`config.mk`:
```
export PLATFORM = sky130hd
export DESIGN_NAME = spike_counter_bank
export DESIGN_NICKNAME = d
export VERILOG_FILES = /design/src/rtl/spike_bank_pkg.sv /design/src/rtl/spike_chan_counter.sv /design/src/rtl/spike_counter_bank.sv
export SDC_FILE = /design/constraint.sdc
export NUM_CORES = 1
export LEC_CHECK = 0
export ABC_AREA = 0
export BUFFER_PORTS_ARGS = -buffer_cell sky130_fd_sc_hd__buf_4
export CORE_MARGIN = 2
export CORE_UTILIZATION = 55
export DETAILED_ROUTE_END_ITERATION = 10
export PLACE_DENSITY = 0.81
export RECOVER_POWER = 50
export SETUP_SLACK_MARGIN = 0.5
export SYNTH_ARGS = -nofsm -noshare
export SYNTH_HDL_FRONTEND = slang
export SYNTH_SLANG_ARGS = --single-unit
```
`constraint.sdc`:
```
create_clock -name neuron_clk -period 14.55 [get_ports neuron_clk]
set_input_delay 1.455 -clock neuron_clk [delete_from_list [all_inputs] [get_ports neuron_clk]]
set_output_delay 1.455 -clock neuron_clk [all_outputs]
set_load 0.03 [all_outputs]
```
`src/rtl/spike_bank_pkg.sv`:
```
// Shared definitions for the spike counter bank: default sizes, the
// window-control state encoding and a helper for select-port widths.
package spike_bank_pkg;

    localparam int NCH_DEFAULT = 8;
    localparam int CW_DEFAULT  = 16;
    localparam int WW_DEFAULT  = 16;

    // Window control: IDLE waits for enable, RUN accumulates spike edges,
    // LATCH is the single boundary cycle that publishes a snapshot.
    typedef enum logic [1:0] {
        ST_IDLE  = 2'd0,
        ST_RUN   = 2'd1,
        ST_LATCH = 2'd2
    } bank_state_t;

    // Width of a channel index; a single-channel bank still gets one bit.
    function automatic int sel_width(input int n);
        return (n > 1) ? $clog2(n) : 1;
    endfunction

endpackage

```
`src/rtl/spike_chan_counter.sv`:
```
// One spike channel: rising-edge detector feeding a saturating counter
// with a sticky saturation flag. The window controller drives flush
// (zero everything), restart (window boundary) and count_en (mid-window).
module spike_chan_counter
    import spike_bank_pkg::*;
#(
    parameter int CW = CW_DEFAULT
) (
    input  logic          neuron_clk,
    input  logic          reset_global,
    input  logic          spike,
    input  logic          count_en,
    input  logic          restart,
    input  logic          flush,
    output logic [CW-1:0] count,
    output logic          sat
);

    localparam logic [CW-1:0] COUNT_MAX = {CW{1'b1}};

    logic          prev_reg;
    logic [CW-1:0] count_reg;
    logic          sat_reg;
    logic          rise;

    // The edge register tracks the input in every state so that a level
    // already high when counting starts is not mistaken for a new spike.
    assign rise = spike & ~prev_reg;

    // Previous-sample register for edge detection.
    always_ff @(posedge neuron_clk or posedge reset_global) begin
        if (reset_global) begin
            prev_reg <= 1'b0;
        end else begin
            prev_reg <= spike;
        end
    end

    // Live count: flush wins, a boundary restarts at 0 or 1 (an edge in the
    // boundary cycle belongs to the new window), otherwise count and clamp.
    always_ff @(posedge neuron_clk or posedge reset_global) begin
        if (reset_global) begin
            count_reg <= '0;
            sat_reg   <= 1'b0;
        end else if (flush) begin
            count_reg <= '0;
            sat_reg   <= 1'b0;
        end else if (restart) begin
            count_reg <= CW'(rise);
            sat_reg   <= 1'b0;
        end else if (count_en && rise) begin
            if (count_reg == COUNT_MAX) begin
                sat_reg <= 1'b1;
            end else begin
                count_reg <= count_reg + CW'(1);
            end
        end
    end

    assign count = count_reg;
    assign sat   = sat_reg;

endmodule

```
`src/rtl/spike_counter_bank.sv`:
```
// Bank of per-channel spike counters that accumulate over windows of
// sim_tick strobes and publish a snapshot of all channels at each window
// boundary. Snapshots are read one channel at a time through rd_sel.
module spike_counter_bank
    import spike_bank_pkg::*;
#(
    parameter int  NCH = NCH_DEFAULT,
    parameter int  CW  = CW_DEFAULT,
    parameter int  WW  = WW_DEFAULT,
    localparam int SW  = sel_width(NCH)
) (
    input  logic           neuron_clk,
    input  logic           reset_global,
    input  logic           sim_tick,
    input  logic [NCH-1:0] spike_in,
    input  logic           enable,
    input  logic           clear,
    input  logic [WW-1:0]  window_len,
    input  logic [SW-1:0]  rd_sel,
    output logic [CW-1:0]  rd_count,
    output logic           rd_sat,
    output logic           snap_valid,
    output logic [15:0]    snap_seq
);

    // Snapshot storage covers every rd_sel code; codes past NCH are
    // permanently zero so out-of-range reads need no compare.
    localparam int            SNAP_N  = 2 ** SW;
    localparam logic [WW-1:0] WIN_ONE = WW'(1);

    bank_state_t   state_reg, state_next;
    logic [WW-1:0] tick_reg, tick_next;
    logic [WW-1:0] win_len_reg, win_len_next;
    logic [WW-1:0] win_len_eff;

    logic          live_flush;
    logic          live_restart;
    logic          live_count_en;
    logic          do_latch;

    logic [CW-1:0] live_count [NCH];
    logic          live_sat   [NCH];
    logic [CW-1:0] snap_count [SNAP_N];
    logic          snap_sat   [SNAP_N];

    logic [CW-1:0] rd_count_reg;
    logic          rd_sat_reg;
    logic          snap_valid_reg;
    logic [15:0]   snap_seq_reg;

    // A zero window length would never reach its last tick; treat it as 1.
    assign win_len_eff = (window_len == '0) ? WIN_ONE : window_len;

    // Window-control state, tick position and latched window length.
    always_ff @(posedge neuron_clk or posedge reset_global) begin
        if (reset_global) begin
            state_reg   <= ST_IDLE;
            tick_reg    <= '0;
            win_len_reg <= WIN_ONE;
        end else begin
            state_reg   <= state_next;
            tick_reg    <= tick_next;
            win_len_reg <= win_len_next;
        end
    end

    // Next state plus per-channel control strobes; clear overrides everything.
    always_comb begin
        state_next    = state_reg;
        tick_next     = tick_reg;
        win_len_next  = win_len_reg;
        live_flush    = 1'b0;
        live_restart  = 1'b0;
        live_count_en = 1'b0;
        do_latch      = 1'b0;

        if (clear) begin
            state_next = ST_IDLE;
            tick_next  = '0;
            live_flush = 1'b1;
        end else begin
            case (state_reg)
                ST_IDLE: begin
                    if (enable) begin
                        state_next   = ST_RUN;
                        win_len_next = win_len_eff;
                        tick_next    = '0;
                    end
                end
                ST_RUN: begin
                    live_count_en = 1'b1;
                    if (!enable) begin
                        state_next = ST_IDLE;
                        tick_next  = '0;
                        live_flush = 1'b1;
                    end else if (sim_tick) begin
                        if (tick_reg == win_len_reg - WIN_ONE) begin
                            state_next = ST_LATCH;
                            tick_next  = '0;
                        end else begin
                            tick_next = tick_reg + WIN_ONE;
                        end
                    end
                end
                ST_LATCH: begin
                    do_latch     = 1'b1;
                    live_restart = 1'b1;
                    tick_next    = '0;
                    win_len_next = win_len_eff;
                    if (enable) begin
                        state_next = ST_RUN;
                    end else begin
                        // Leaving for IDLE: do not carry a boundary edge
                        // into a window that has not started yet.
                        state_next = ST_IDLE;
                        live_flush = 1'b1;
                    end
                end
                default: begin
                    state_next = ST_IDLE;
                    tick_next  = '0;
                    live_flush = 1'b1;
                end
            endcase
        end
    end

    genvar gi;

    // One counter per channel.
    generate
        for (gi = 0; gi < NCH; gi++) begin : g_chan
            spike_chan_counter #(
                .CW(CW)
            ) u_chan (
                .neuron_clk  (neuron_clk),
                .reset_global(reset_global),
                .spike       (spike_in[gi]),
                .count_en    (live_count_en),
                .restart     (live_restart),
                .flush       (live_flush),
                .count       (live_count[gi]),
                .sat         (live_sat[gi])
            );
        end
    endgenerate

    // Snapshot registers; entries beyond the last channel stay zero.
    generate
        for (gi = 0; gi < SNAP_N; gi++) begin : g_snap
            if (gi < NCH) begin : g_real
                // Capture the finished window's count at the boundary cycle.
                always_ff @(posedge neuron_clk or posedge reset_global) begin
                    if (reset_global) begin
                        snap_count[gi] <= '0;
                        snap_sat[gi]   <= 1'b0;
                    end else if (do_latch) begin
                        snap_count[gi] <= live_count[gi];
                        snap_sat[gi]   <= live_sat[gi];
                    end
                end
            end else begin : g_pad
                // Unused select codes read back as zero.
                always_ff @(posedge neuron_clk or posedge reset_global) begin
                    if (reset_global) begin
                        snap_count[gi] <= '0;
                        snap_sat[gi]   <= 1'b0;
                    end else begin
                        snap_count[gi] <= '0;
                        snap_sat[gi]   <= 1'b0;
                    end
                end
            end
        end
    endgenerate

    // snap_valid rises together with the new snapshot contents, so the
    // registered read port shows the new value one cycle after the pulse.
    always_ff @(posedge neuron_clk or posedge reset_global) begin
        if (reset_global) begin
            snap_valid_reg <= 1'b0;
            snap_seq_reg   <= '0;
        end else begin
            snap_valid_reg <= do_latch;
            snap_seq_reg   <= snap_seq_reg + 16'(do_latch);
        end
    end

    // Registered snapshot read port.
    always_ff @(posedge neuron_clk or posedge reset_global) begin
        if (reset_global) begin
            rd_count_reg <= '0;
            rd_sat_reg   <= 1'b0;
        end else begin
            rd_count_reg <= snap_count[rd_sel];
            rd_sat_reg   <= snap_sat[rd_sel];
        end
    end

    assign rd_count   = rd_count_reg;
    assign rd_sat     = rd_sat_reg;
    assign snap_valid = snap_valid_reg;
    assign snap_seq   = snap_seq_reg;

endmodule

```
==> impl_metrics.env <==
export IMPL_fp_dieH_um=177.4
export IMPL_use_met3=0.05484
export IMPL_wl_um=40030
export IMPL_fin_ws_ps=8646
export IMPL_seq_power_share=0.457
export IMPL_min_to="snap_seq[15]$_DFF_PP0_"
export IMPL_status="finished, violations left"
export IMPL_place_area_um2=17300
export IMPL_fin_nets=1778
export IMPL_r2r_start="state_reg[0]$_DFFE_PP0P_"
export IMPL_place_congestion=0.8623
export IMPL_tns_ps=0
export IMPL_drt_iter0_drc=1097
export IMPL_area_delta_synth_final_pct=11.54
export IMPL_seq_area_frac_synth=0.5267
export IMPL_endpoint_kind="flip-flop"
export IMPL_antenna_found_initial=1
export IMPL_hold_start="snap_seq[15]$_DFF_PP0_"
export IMPL_holdBufCountCts=0
export IMPL_synth_area_per_cell_um2=9.761
export IMPL_worst_pin_slew_ps=4314
export IMPL_async_reset_ff_frac=1.000
export IMPL_peakVddDrop_v=0.00009865
export IMPL_grt_util_met1=0.3432
export IMPL_coreArea_um2=29640
export IMPL_rsz0062_at_grt="false"
export IMPL_vias=12684
export IMPL_die_area_um2=31470
export IMPL_p_int_mw=1.693
export IMPL_grtUsageTotal=0.2607
export IMPL_drv_cap=4
export IMPL_final_fill_count=2341
export IMPL_synth_area_um2=16530
export IMPL_post_cts_resized=0
export IMPL_finClkSkew_ps=21.32
export IMPL_power_mw=2.284
export IMPL_final_antenna_net_count=0
export IMPL_finalCritPeriodShare=0.4058
export IMPL_wl_per_cell_um=18.63
export IMPL_clock_latency_ps=540
export IMPL_fmax_mhz=169.4
export IMPL_ys_types=69
export IMPL_rrSetupSlack_ps=8650
export IMPL_whs_ps=468.4
export IMPL_overflow=0
export IMPL_power_density_nw_per_um2=123.8
export IMPL_p_leak_nw=8.461
export IMPL_cts_sinks=348
export IMPL_required_ps=14970
export IMPL_combPwrFrac=0.098
export IMPL_grt_util_met2=0.4259
export IMPL_worstSetupPathType="reg2reg"
export IMPL_synth_ff_type="dfrtp_1"
export IMPL_port_buffers=65
export IMPL_cp_max_fo=79
export IMPL_grt_pass1_vias=12643
export IMPL_swShare=0.2585
export IMPL_dp_slack_ps=9642
export IMPL_setup_viol=0
export IMPL_drc=0
export IMPL_grt_max_degree=179
export IMPL_tritoncts="done"
export IMPL_p_clk_frac=0.445
export IMPL_clockBufferDepth=3
export IMPL_postLayoutCellArea_um2=18440
export IMPL_grt_pass1_wl_um=65310
export IMPL_drv_slew=278
export IMPL_hold_viol_final=0
export IMPL_top_usage_layer="met2"
export IMPL_initial_core_util=0.5579
export IMPL_reg2reg_to="snap_seq[12]$_DFF_PP0_"
export IMPL_ioPinCount=66
export IMPL_synth_seq_cells=348
export IMPL_violations="capacitance limit, slew limit"
export IMPL_cts_setup_buffers=0
export IMPL_fp_dieW_um=177.4
export IMPL_synthCells=1694
export IMPL_std_cell_rows=63
export IMPL_clk_pin_slew_ps=60
export IMPL_htree_levels=2
export IMPL_worstHoldPathType="reg2reg"
export IMPL_switchingPower_mw=0.5904
export IMPL_numCtsBuffers=37
export IMPL_synth_edff_count=0
export IMPL_place_hpwl_um=26070
export IMPL_syn_nets=1742
export IMPL_finalCriticalPeriod_ps=5904
export IMPL_cp_start_kind="flip-flop"
export IMPL_layout_drive_gt1_share=0.09562
export IMPL_arrival_ps=6320
export IMPL_vias_per_cell=5.905
export IMPL_yosys_warnings=0
export IMPL_worstHoldPathCells=1
export IMPL_cts_root_buf="clkbuf_16"
export IMPL_first_pass_iters=5
export IMPL_r2r_cells=12
export IMPL_slew_headroom=-1.892
-- placed cells by master, fill, tap and decap left out, types with 34 or more instances in the layout --
| cell type | n |
|---|---|
| dfrtp_1 | 347 |
| clkbuf_1 | 47 |
| nand3_1 | 55 |
| xor2_1 | 68 |
| xnor2_1 | 51 |
| nand2_1 | 473 |
| nor2_1 | 143 |
| clkbuf_16 | 38 |
| o21ai_0 | 59 |
| a21oi_1 | 44 |
| mux4_2 | 34 |
-- area by class of cell --
cell class / instances / area [um^2] / share of cell area
clock inverter: 15 / 232.7 / 0.01262
inverter: 30 / 116.4 / 0.006309
tap: 390 / 488.0 / 0.02646
multi-input combinational: 1239 / 7397 / 0.4011
sequential: 348 / 8710 / 0.4723
timing repair buffer: 74 / 406.6 / 0.02205
antenna: 1 / 2.502 / 0.0001357
clock buffer: 51 / 1090 / 0.05909
-- synthesized netlist by cell type (all sizes together) (3+ instances only) --
master    n  share of area
a211oi    4         0.0021
a21oi    44          0.013
a221o    10         0.0061
a22o      4         0.0021
a31oi     6         0.0023
and2     13         0.0049
and3     19         0.0072
and4     14         0.0074
buf      13         0.0045
clkbuf   64          0.015
dfrtp   347           0.53
ha       16          0.012
inv      30         0.0068
mux2     29          0.020
mux2i     7         0.0042
mux4     34          0.046
nand2   473           0.11
nand2b    9         0.0034
nand3    55          0.017
nand3b    3         0.0014
nand4    33          0.012
nor2    144          0.033
nor2b     4         0.0015
nor3     31          0.011
nor3b     3         0.0014
nor4     20         0.0089
nor4bb    3         0.0018
o211ai    3         0.0014
o21ai    59          0.018
o311ai    4         0.0021
o31ai     5         0.0031
or2       5         0.0019
or3      32          0.012
or4       5         0.0025
xnor2    51          0.027
xor2     68          0.036
-- stage by stage --
stage | cells | util
global placement | 2081 | 0.5836
CTS | 2147 | 0.6283
floorplan | 1694 | -
detailed placement | 2081 | 0.5836
global route | 2147 | 0.6222
finish | 2148 | 0.6223
-- logic make-up after synthesis --
| logic type | share of synthesized area |
|---|---|
| DFF | 0.5268 |
| muxes | 0.07030 |
| AOI/OAI and AO/OA | 0.06107 |
| adders and majority gates | 0.01211 |
| buffers and inverters | 0.02588 |
| xor gates and xnor gates | 0.06440 |
| and+or+nand+nor | 0.2395 |
-- power by group through the flow --
stage	Combinational, mW	Sequential [mW]	Clock [mW]
2_1_floorplan	0.180	1.04	0
3_3_place_gp	0.217	1.06	0
3_5_place_dp	0.224	1.06	0
4_1_cts	0.226	1.04	1.02
5_1_grt	0.249	1.05	1.06
6_report	0.224	1.04	1.02
-- worst max path at each step --
| stage | slack [ps] | end | depth (start not counted) | startpoint |
|---|---|---|---|---|
| 6_report | 8650 | snap_seq[12]$_DFF_PP0_ | 12 | state_reg[0]$_DFFE_PP0P_ |
| 3_3_place_gp | 9760 | g_chan[1].u_chan.count[13]$_DFFE_PP0P_ | 9 | enable |
| 4_1_cts | 10170 | g_chan[0].u_chan.count[8]$_DFFE_PP0P_ | 9 | enable |
| 5_1_grt | 8180 | snap_seq[12]$_DFF_PP0_ | 12 | state_reg[0]$_DFFE_PP0P_ |
| 2_1_floorplan | 3450 | g_chan[0].u_chan.count[0]$_DFFE_PP0P_ | 1 | reset_global |
| 3_5_place_dp | 9640 | g_chan[1].u_chan.count[5]$_DFFE_PP0P_ | 9 | enable |
-- critical path: stages (launching register included) --
cell      delay, ps
dfrtp_1         430
inv_1           100
ha_1            750
nand2b_1       1760
inv_4          1320
ha_1            350
ha_1            210
nand3_1         120
nor2_1          240
nand2_1         120
nor2_1          150
nand2_1          80
xnor2_1         130
-- layer usage --
metal / vias to the layer above / wire [um] / part of all wire
li1: 5845 / - / -
met1: 6268 / 16630 / 0.42
met5: - / 0 / 0
met3: 89 / 2867 / 0.072
met2: 482 / 19120 / 0.48
met4: 0 / 1414 / 0.035
Note: power is estimated with default switching activity, not from simulation.
